--- src/rtl/seg_capture_pkg.sv ---
// seg_capture_pkg -- shared constants and types for the seven-segment capture block.
//   DIGITS        : number of multiplexed digits on the display bus
//   PAT_*         : active-low segment patterns (bit6=a ... bit0=g) for 0..9 and blank
//   seg_decode_t  : decode result {value[3:0], legal, blank}
package seg_capture_pkg;

  localparam int DIGITS = 4;

  localparam logic [6:0] PAT_0     = 7'b0000001;
  localparam logic [6:0] PAT_1     = 7'b1001111;
  localparam logic [6:0] PAT_2     = 7'b0010010;
  localparam logic [6:0] PAT_3     = 7'b0000110;
  localparam logic [6:0] PAT_4     = 7'b1001100;
  localparam logic [6:0] PAT_5     = 7'b0100100;
  localparam logic [6:0] PAT_6     = 7'b0100000;
  localparam logic [6:0] PAT_7     = 7'b0001111;
  localparam logic [6:0] PAT_8     = 7'b0000000;
  localparam logic [6:0] PAT_9     = 7'b0001100;
  localparam logic [6:0] PAT_BLANK = 7'b1111111;

  typedef struct packed {
    logic [3:0] value;
    logic       legal;
    logic       blank;
  } seg_decode_t;

endpackage

--- src/rtl/seg_pattern_to_bcd.sv ---
// seg_pattern_to_bcd -- purely combinational lookup of an active-low segment
// pattern into a BCD value with legal/blank classification.
//   seg    : in  [6:0] active-low segment pattern
//   result : out seg_decode_t {value, legal, blank}; neither flag set means illegal
module seg_pattern_to_bcd
  import seg_capture_pkg::*;
(
  input  logic [6:0]  seg,
  output seg_decode_t result
);

  // Pattern table lookup; anything unlisted is reported as illegal.
  always_comb begin
    result = '{value: 4'd0, legal: 1'b0, blank: 1'b0};
    case (seg)
      PAT_0:     begin result.value = 4'd0; result.legal = 1'b1; end
      PAT_1:     begin result.value = 4'd1; result.legal = 1'b1; end
      PAT_2:     begin result.value = 4'd2; result.legal = 1'b1; end
      PAT_3:     begin result.value = 4'd3; result.legal = 1'b1; end
      PAT_4:     begin result.value = 4'd4; result.legal = 1'b1; end
      PAT_5:     begin result.value = 4'd5; result.legal = 1'b1; end
      PAT_6:     begin result.value = 4'd6; result.legal = 1'b1; end
      PAT_7:     begin result.value = 4'd7; result.legal = 1'b1; end
      PAT_8:     begin result.value = 4'd8; result.legal = 1'b1; end
      PAT_9:     begin result.value = 4'd9; result.legal = 1'b1; end
      PAT_BLANK: begin result.blank = 1'b1; end
      default:   begin result.value = 4'd0; end
    endcase
  end

endmodule

--- src/rtl/seg_display_capture.sv ---
// seg_display_capture -- captures the digits shown on a multiplexed, active-low
// seven-segment bus once each (an, seg) sample has been stable for STABLE_CNT clocks.
//   clk, reset  : rising-edge clock, synchronous active-high reset
//   seg[6:0]    : active-low segments (bit6=a ... bit0=g)
//   an[3:0]     : active-low digit select; only one-low samples are used
//   bcd[15:0]   : captured digits, nibble i = digit i
//   valid[3:0]  : nibble i holds a legal accepted value
//   err         : one-cycle pulse when an illegal pattern is accepted
//   err_digit   : digit index of the most recent err
//   frame_valid : one-cycle pulse when every digit has been accepted since the last
//                 pulse; only with macro SEG_CAPTURE_FRAME_EN, otherwise tied to 0
module seg_display_capture
  import seg_capture_pkg::*;
#(
  parameter int STABLE_CNT = 4
) (
  input  logic        clk,
  input  logic        reset,
  input  logic [6:0]  seg,
  input  logic [3:0]  an,
  output logic [15:0] bcd,
  output logic [3:0]  valid,
  output logic        err,
  output logic [1:0]  err_digit,
  output logic        frame_valid
);

  localparam int            CW      = $clog2(STABLE_CNT + 1);
  localparam logic [CW-1:0] CNT_MAX = CW'(STABLE_CNT);

  logic [3:0]    prev_an_r;
  logic [6:0]    prev_seg_r;
  logic [CW-1:0] run_cnt_r;

  logic          qual_s;
  logic [1:0]    idx_s;
  logic          diff_s;
  logic [CW-1:0] cnt_next_s;
  logic          accept_s;
  seg_decode_t   dec_s;

  seg_pattern_to_bcd u_decode (
    .seg    (seg),
    .result (dec_s)
  );

  // Qualify the digit select: exactly one low bit, and find which digit it is.
  always_comb begin
    qual_s = 1'b0;
    idx_s  = 2'd0;
    case (an)
      4'b1110: begin qual_s = 1'b1; idx_s = 2'd0; end
      4'b1101: begin qual_s = 1'b1; idx_s = 2'd1; end
      4'b1011: begin qual_s = 1'b1; idx_s = 2'd2; end
      4'b0111: begin qual_s = 1'b1; idx_s = 2'd3; end
      default: begin qual_s = 1'b0; idx_s = 2'd0; end
    endcase
  end

  // Run-length counter update and single-shot acceptance at the STABLE_CNT-th sample.
  always_comb begin
    diff_s     = (an != prev_an_r) || (seg != prev_seg_r);
    cnt_next_s = run_cnt_r;
    if (!qual_s) begin
      cnt_next_s = {CW{1'b0}};
    end else if (diff_s) begin
      cnt_next_s = CW'(1'b1);
    end else if (run_cnt_r != CNT_MAX) begin
      cnt_next_s = run_cnt_r + CW'(1'b1);
    end else begin
      cnt_next_s = run_cnt_r;
    end
    // A saturated run with an unchanged sample must not accept again.
    accept_s = qual_s && (cnt_next_s == CNT_MAX) && (diff_s || (run_cnt_r != CNT_MAX));
  end

  // Sample history, run counter and the registered capture outputs.
  always_ff @(posedge clk) begin
    if (reset) begin
      prev_an_r  <= 4'd0;
      prev_seg_r <= 7'd0;
      run_cnt_r  <= {CW{1'b0}};
      bcd        <= 16'd0;
      valid      <= 4'd0;
      err        <= 1'b0;
      err_digit  <= 2'd0;
    end else begin
      err       <= 1'b0;
      run_cnt_r <= cnt_next_s;
      if (qual_s) begin
        prev_an_r  <= an;
        prev_seg_r <= seg;
      end
      if (accept_s) begin
        if (dec_s.legal) begin
          bcd[{idx_s, 2'b00} +: 4] <= dec_s.value;
          valid[idx_s]             <= 1'b1;
        end else if (dec_s.blank) begin
          valid[idx_s] <= 1'b0;
        end else begin
          err          <= 1'b1;
          err_digit    <= idx_s;
          valid[idx_s] <= 1'b0;
        end
      end
    end
  end

`ifdef SEG_CAPTURE_FRAME_EN
  logic [3:0] seen_r;
  logic [3:0] seen_next_s;

  // Fold the current acceptance into the seen mask.
  always_comb begin
    if (accept_s) begin
      seen_next_s = seen_r | (4'b0001 << idx_s);
    end else begin
      seen_next_s = seen_r;
    end
  end

  // Frame completion: pulse and restart the mask once all digits were accepted.
  always_ff @(posedge clk) begin
    if (reset) begin
      seen_r      <= 4'd0;
      frame_valid <= 1'b0;
    end else if (seen_next_s == 4'b1111) begin
      seen_r      <= 4'd0;
      frame_valid <= 1'b1;
    end else begin
      seen_r      <= seen_next_s;
      frame_valid <= 1'b0;
    end
  end
`else
  assign frame_valid = 1'b0;
`endif

endmodule

--- config.mk ---
export PLATFORM = sky130hd
export DESIGN_NAME = seg_display_capture
export DESIGN_NICKNAME = d
export VERILOG_FILES = /design/src/rtl/seg_capture_pkg.sv /design/src/rtl/seg_pattern_to_bcd.sv /design/src/rtl/seg_display_capture.sv
export SDC_FILE = /design/constraint.sdc
export NUM_CORES = 1
export LEC_CHECK = 0
export ABC_CLOCK_PERIOD_IN_PS = 3350
export CAP_MARGIN = 20
export CORE_MARGIN = 2
export CORE_UTILIZATION = 38
export DETAILED_ROUTE_END_ITERATION = 6
export PLACE_DENSITY = 0.62
export SETUP_SLACK_MARGIN = 0.02
export SLEW_MARGIN = 20
export SYNTH_ARGS = -nofsm -noshare
export SYNTH_HDL_FRONTEND = slang
export SYNTH_SLANG_ARGS = --single-unit
--- constraint.sdc ---
create_clock -name clk -period 3.35 [get_ports clk]
set_input_delay 0.67 -clock clk [delete_from_list [all_inputs] [get_ports clk]]
set_output_delay 0.67 -clock clk [all_outputs]
set_load 0.005 [all_outputs]
; ---- Word-level counts from Yosys, hierarchy flattened
; Index checks and enable logic that the tools add are counted.
[totals]
register_bits = 37
latchBits = 0
mem_bits_rw = 0
romBits = 0
output_inout_bits = 24
elab_cells = 61
mem_count = 0
[classes]
add_sub_neg = 2
multipliers = 0
div_mod_pow = 0
magnitude_cmp = 2
n_eq_ne = 18
shift = 2
mux = 13
n_bitwise = 6
n_reduce_logical = 11
[ops]
columns = cell, n
row1 = $pmux 4 s9, 1
row2 = $eq 7x7->1 const B, 3
row3 = $bwmux 16, 1
row4 = $shift 4x6->16 const A, 1
row5 = $shiftx 4x6->16, 1
row6 = $eq 7x4->1 const B, 2
row7 = $eq 7x6->1 const B, 2
row8 = $eq 4x4->1 const B, 3
row9 = $reduce_or 10->1, 1
row10 = $mux 3, 3
row11 = $eq 7x1->1 const B, 1
row12 = $eq 7x3->1 const B, 1
row13 = $eq 7x5->1 const B, 1
row14 = $logic_not 7->1, 1
row15 = $ne 7x7->1, 1
row16 = $neg 4->6, 1
row17 = $pmux 2 s3, 1
row18 = $mux 1, 5
row19 = $and 4x4->4, 1
row20 = $eq 4x3->1 const B, 1
row21 = $mux 4, 1
row22 = $ne 4x4->1, 1
row23 = $not 4->4, 1
row24 = $or 4x4->4, 1
row25 = 13 further kinds, 18

; ---- Longest topological paths before layout
; Gate-level depths: netlist of the first run.
[depth]
ltp_word = 9
ltp_mapped = 10

; ---- By module
; From an unflattened synthesis of the first run, not the netlist that was laid out.
[hier_totals]
cells_unflattened = 291
hier_area_um2 = 2265.9
[by_module_without_submodules]
columns = mod, instances, cells_each, area_each_um2, seq_area_each_um2
row1 = seg_display_capture, 1, 256, 2033.2, 740.7
row2 = seg_pattern_to_bcd, 1, 35, 232.7, 0.0

; ---- Worst setup path before layout of the first run
; No wires, ideal clock.
[synth_path]
path_type = input to register
from = input port an[3]
to = register bcd[8]
setup_time_ns = 0.072
t_arrival_ns = 2.551
required_time_ns = 3.278
setup_slack_ns = 0.727
cell_stages = 9
path_buffers = 2
path_cell_list = buf_2 xnor2_1 or2_2 clkbuf_1 ha_1 or3b_2 nor2_1 nand3_1 mux2i_1
[synth_via]
elab_chain_cells = 8
word_cells_on_any_way = 20
[synth_lines]
columns = element, line
row1 = start: declaration, seg_display_capture.sv:20  ; input logic [3:0] an,
row2 = "parallel branches: the longest is 8 deep, another holds $neg 4->6", --
row3 = end signal: indexed assignment, seg_display_capture.sv:96  ; bcd[{idx_s, 2'b00} +: 4] <= dec_s.value;
row4 = end: declaration, seg_display_capture.sv:21  ; output logic [15:0] bcd,
; Parallel ways; which one is timed is not known.
; A chain may end at the register's enable or synchronous reset.

; ---- Worst setup path in the final report of the first run
[layout_path]
from = input port an[2]
to = register bcd[8]
; The elaborated chain is that of the path after synthesis.

==> results of run 1 <==
==> metrics by stage <==
| stage | util, % | hold WS (ns) | worst slack (ns) | power [mW] | std cells |
|---|---|---|---|---|---|
| global placement | 47.0 | 0.450 | 0.234 | 0.606 | 374 |
| global route | 48.7 | 0.480 | 0.306 | 0.999 | 382 |
| CTS | 48.7 | 0.465 | 0.494 | 0.960 | 382 |
| detailed placement | 47.0 | 0.455 | 0.188 | 0.607 | 374 |
| floorplan | - | 0.444 | 0.727 | 0.562 | 267 |
| finish | 48.7 | 0.464 | 0.487 | 0.946 | 382 |
==> power groups by stage <==
stage | Combinational (mW) | Clock, mW | Sequential (mW)
after global routing | 0.159 | 0.384 | 0.456
after detailed placement | 0.142 | 0 | 0.465
final | 0.142 | 0.348 | 0.455
after floorplan | 0.0980 | 0 | 0.464
after global placement | 0.141 | 0 | 0.465
after CTS | 0.142 | 0.362 | 0.455
==> cell families (layout without fill, tap and decap cells) <==
family                   after synthesis  after routing  synth area share, %
XOR/XNOR                              16             16                 6.08
adder cells (fa/ha/maj)                6              6                 3.26
flip-flops                            37             37                 32.1
AND/OR/NAND/NOR                      115            115                 28.4
buffers and inverters                 30             70                 6.73
AO/OA/AOI/OAI                         44             44                 15.1
other                                  1              1                0.163
multiplexers                          18             18                 8.14
==> final timing paths <==
kind | start | end | depth (start not counted)
worst min register to register | prev_seg_r[4] | prev_seg_r[4] | 2
worst max register to register | run_cnt_r[0] | bcd[15] | 7
worst max-delay path | an[2] | bcd[8] | 8
worst min-delay path | prev_seg_r[4] | prev_seg_r[4] | 2
==> routing by layer <==
layer | share of wire, % | GRT usage (%)
met3 | 2.8 | 3.30
met2 | 45 | 27.4
met4 | 1.6 | 6.67
met5 | 0 | 0
met1 | 50 | 22.1
==> final cells by class <==
class	count	area [um2]	share of cell area (%)
repair buffers	54	493	17.2
clock inverters	1	5.00	0.175
inverters	8	30.0	1.05
flip-flops and latches	37	741	25.8
well taps	75	93.8	3.27
clock buffers	7	96.3	3.36
multi-input cells	200	1410	49.1
==> worst max-delay path, cell delays in order <==
cell and delay [ns]:
clkdlybuf4s50_1 0.64, nand2_1 0.17, or2_2 0.33, ha_1 0.33, or3b_2 0.46, nor2_1 0.22, nand3_1 0.11, mux2i_1 0.14
==> synthesized netlist by cell type, drive strengths merged, types with 5 or more instances <==
cell type	count	area, um2
inv	8	30.0
nor2	14	52.6
a21oi	15	75.1
nor3	5	25.0
ha	6	75.1
nand2	27	101
buf	16	103
o21ai	6	30.0
clkbuf	6	22.5
nand3	13	77.6
nor4	7	50.1
nand2b	18	113
dfxtp	37	741
nor2b	6	37.5
xor2	12	105
mux2i	15	150
==> placed cells by master, fill, tap and decap left out, types with 2 or more instances in the layout <==
master            n
a31oi_1           3
clkdlybuf4s50_1  35
xnor2_1           4
nand4_1           2
nor4_1            6
o211ai_1          2
nor3b_1           4
buf_4            19
xor2_1           12
mux2i_1          15
dfxtp_1          37
nor2_1           14
nand2b_1         18
ha_1              6
nor3_1            5
or2_2             2
o22ai_1           2
or4_1             3
nor2b_1           6
and3b_1           2
o21ai_0           6
nand3_1          12
inv_1             8
o2111a_1          2
and2_1            2
o21ba_2           3
nand2_1          27
a211oi_1          3
a21oi_1          15
clkbuf_8          7
==> reports/metrics.cfg, run 1 <==
[placed_design]
placed_area_um2=2770
hpwlAfterDp_mm=3.77
gp_congestion=0.799
io_buffers=35

[clock_network]
cts_buffers=5
cts_sinks=37
cts_buffer_depth=2
clk_pin_slew_ns=0.07
cts_hold_buf=0
cts_root_buf=clkbuf_8
ctsResizeCount=0
cts_tree=yes
insertion_delay_ns=0.29
post_cts_buffers=0
ctsHtreeMaxLevel=2

[power]
powerDensity_nw_per_um2=330
irDropWorstVdd_v=0.000144
clockPowerShare_pct=36.8
p_seq_share_pct=48.1
p_int_mw=0.698
p_leak_nw=1.06
switching_share_pct=26.2
p_comb_share_pct=15.0
switchingPower_mw=0.248

[floorplan]
start_util_pct=39.2
die_y_um=81.9
die_area_um2=6700
fp.dieW_um=81.9
pin_count=37
rows=28
core_area_um2=5890

[setup_path]
required_ns=3.57
critPathMaxFanout=8
worstPathArrival_ns=3.09
r2r_slack_ns=0.90
worstSetupPathType=in -> reg
crit_path_start_kind=input pin
critPathCaptureType=flop

[sta]
fin_crit_ns=2.86
finalHoldViolations=0
fin_skew_ns=0.00509
finalCritPeriodShare_pct=85.5
rsz0062_at_grt=false
setup_viol=0
slew_viol_final=0
tns_ns=0
clock.fmax_mhz=349

[worst_hold_path]
holdCritPathClass=reg -> reg

[run_status]
outcome=complete, no violations

[routing]
first_pass_iters=4
via_per_inst=5.06
drtIter0Drc=103
vias=1934
wl_per_cell_um=13.3
routed_wl_mm=5.08
postRouteAntennaNets=0
drc=0

[yosys]
ys_seq_area_share_pct=32.1
synth_edf_count=0
synth_warnings=0
async_flop_share_pct=0
syn_inst=267
synth_cell_types=55
ys.flop_type=dfxtp_1
synth-seq-cells=37
syn_area_per_cell_um2=8.63
syn_nets=286
synth_area_um2=2300

[cells_and_area]
antennaDiodeCount=0
n_fill_cell=569
stdcell_area_um2=2870
fin_nets=325
drive_gt1_share_pct=14.3
synthToLayoutAreaGrowth_pct=24.4

[global_route]
grt_pass1_vias=1881
grt_max_degree=44
grt-ovfl-total=0
antenna_found_initial=0
grt_pass1_wl_mm=8.71
track_usage_pct=16.9

[run]
cap_violations=0

No activity file was read; power rests on OpenSTA's default activity.
==> run 2: changes to the inputs <==
- ABC_CLOCK_PERIOD_IN_PS: 3350 -> 3500
- clock period: 3.35 -> 3.5 ns (I/O delays scaled with it)
==> run 2 against run 1 <==
- core utilization shrank 0.83 points
- clock power rose by 13%
- die area unchanged
- global-route usage fell by 1.2 points
- via count is 2.4% lower
- critical path depth is the same
- largest power group unchanged
- clock skew up 0.0048 ns
- routed wire length is 3.4% lower
- worst hold slack about the same
- setup slack got worse by 0.029 ns
- design area fell by 1.7%
- sequential share of layout area is 0.45 points higher
==> reports/metrics.cfg, run 2 (synthesis results as in run 1) <==
[cells_and_area]
layout_commonest_cell=dfxtp_1  ; unchanged
layoutNonFillerInstCount=373  ; was 382
synthToLayoutAreaGrowth_pct=22.3  ; was 24.4%
layout_common_cells=dfxtp_1 (37), clkdlybuf4s50_1 (35), nand2_1 (27), nand2b_1 (18)  ; was dfxtp_1 (37), clkdlybuf4s50_1 (35), nand2_1 (27), buf_4 (19), nand2b_1 (18)
fin_nets=316  ; was 325
antennaDiodeCount=0  ; unchanged
drive_gt1_share_pct=11.7  ; was 14.3%

[clock_network]
cts_root_buf=clkbuf_8  ; unchanged
ctsHtreeMaxLevel=2  ; unchanged
insertion_delay_ns=0.29  ; about the same
ctsResizeCount=0  ; unchanged
cts_buffer_depth=2  ; unchanged
post_cts_buffers=0  ; unchanged
cts_sinks=37  ; unchanged
cts_buffers=5  ; unchanged
cts_hold_buf=0  ; unchanged
clk_pin_slew_ns=0.08  ; was 0.07 ns
cts_tree=yes  ; unchanged

[routing]
via_per_inst=5.06  ; about the same
drc=0  ; unchanged
drtIter0Drc=79  ; was 103
wl_per_cell_um=13.2  ; was 13.3 um
routed_wl_mm=4.91  ; was 5.08 mm
vias=1887  ; was 1934
postRouteAntennaNets=0  ; unchanged
first_pass_iters=4  ; unchanged

[power]
p_leak_nw=1.02  ; was 1.06 nW
powerDensity_nw_per_um2=340  ; was 330 nW/um2
irDropWorstVdd_v=0.000150  ; was 0.000144 V

[global_route]
grt_pass1_vias=1675  ; was 1881
grt-ovfl-total=0  ; unchanged
grt_pass1_wl_mm=8.15  ; was 8.71 mm
track_usage_pct=15.8  ; was 16.9%
antenna_found_initial=0  ; unchanged
grt_max_degree=44  ; unchanged

[placed_design]
dpl.cell_count=365  ; was 374
io_buffers=35  ; unchanged
hpwlAfterDp_mm=3.65  ; was 3.77 mm
gp_congestion=0.783  ; was 0.799
pre_cts_ws_ns=0.136  ; was 0.188 ns

[setup_path]
crit_path_start_kind=input pin  ; unchanged
slowest_delay_ns=0.69  ; was 0.64 ns
critPathBufInv=1  ; unchanged
required_ns=3.72  ; was 3.57 ns
critPathCaptureType=flop  ; unchanged
cpMaxStageDelayCell=clkdlybuf4s50_1  ; unchanged
worstPathArrival_ns=3.27  ; was 3.09 ns
crit_chain=clkdlybuf4s50_1 > nand2_1 > or2_2 > ha_1 > or3b_2 > nor2_1 > nand3_1 > mux2i_1  ; unchanged
crit_family=simple AND/OR/NAND/NOR gates  ; unchanged
r2r_slack_ns=0.85  ; was 0.90 ns
worstSetupPathType=in -> reg  ; unchanged
critPathMaxFanout=12  ; was 8

[sta]
tns_ns=0  ; unchanged
clock.fmax_mhz=329
finalCritPeriodShare_pct=86.9
worstMarginPinSlew_ns=0.503
max-slew-margin-rel_pct=66.4
slew_viol_final=0  ; unchanged
rsz0062_at_grt=false  ; unchanged
finalHoldViolations=0  ; unchanged
fin_crit_ns=3.04
setup_viol=0  ; unchanged
fin_ws_ns=0.458  ; was 0.487 ns
fin_skew_ns=0.00990  ; was 0.00509 ns

[run]
cap_violations=0  ; unchanged

[run_status]
outcome=complete, no violations  ; unchanged

[floorplan]
start_util_pct=39.2  ; unchanged
fp.dieW_um=81.9  ; unchanged
die_y_um=81.9  ; unchanged
pin_count=37  ; unchanged
core_area_um2=5890  ; unchanged
rows=28  ; unchanged
die_area_um2=6700  ; unchanged

[worst_hold_path]
holdCritPathClass=reg -> reg  ; unchanged

==> run 2: cell count changes in the layout (fill, tap and decap cells not counted), sizes merged <==
cell	delta
buf	-9
bufinv	+1
clkbuf	-1
clkinv	-1
clkinvlp	+1
==> run 2: per-stage QoR <==
step	utilization, %	power [mW]	cell area (um2)	hold WS, ns
floorplan	-	0.538	2300	0.444
finish	47.9	0.960	2820	0.464
detailed placement	45.9	0.576	2700	0.456
global placement	45.9	0.574	2700	0.450
CTS	47.9	0.970	2820	0.466
global route	47.9	1.01	2820	0.486
==> run 2: routing by layer <==
layer	global-route usage, %	vias to the layer above	share of wire, %
met5	0	-	0
met2	24.2	38	44
met3	3.30	7	3.4
met1	21.8	848	51
met4	5.50	0	1.6
li1	-	994	-
==> run 2: final timing paths <==
check           startpoint            end  cells past startpoint
min reg2reg  prev_seg_r[0]  prev_seg_r[0]                      2
max reg2reg   run_cnt_r[0]        bcd[15]                      7
min          prev_seg_r[0]  prev_seg_r[0]                      2
max                  an[0]         bcd[8]                      8
==> run 2: cell type report <==
class	instances	area [um2]
Clock buffer	6	82.6
Clock inverter	2	37.5
Fill cell	573	3070
Inverter	8	30.0
Multi-Input combinational cell	200	1410
Sequential cell	37	741
Tap cell	75	93.8
Timing Repair Buffer	45	425
==> run 2: power breakdown <==
part | total [mW] | switching, mW | internal [mW]
clock network | 0.393 | 0.161 | 0.232
logic | 0.131 | 0.0749 | 0.0564
registers | 0.436 | 0.00627 | 0.429
total | 0.960 | 0.242 | 0.718
==> run 2: worst reg2reg max path, stage by stage (launching register included) <==
cell and delay (ns):
dfxtp_1 0.38, inv_1 0.07, ha_1 0.22, or3b_1 0.35, a211oi_1 0.43, and2_1 0.41, o2111a_2 0.36, mux2_1 0.33
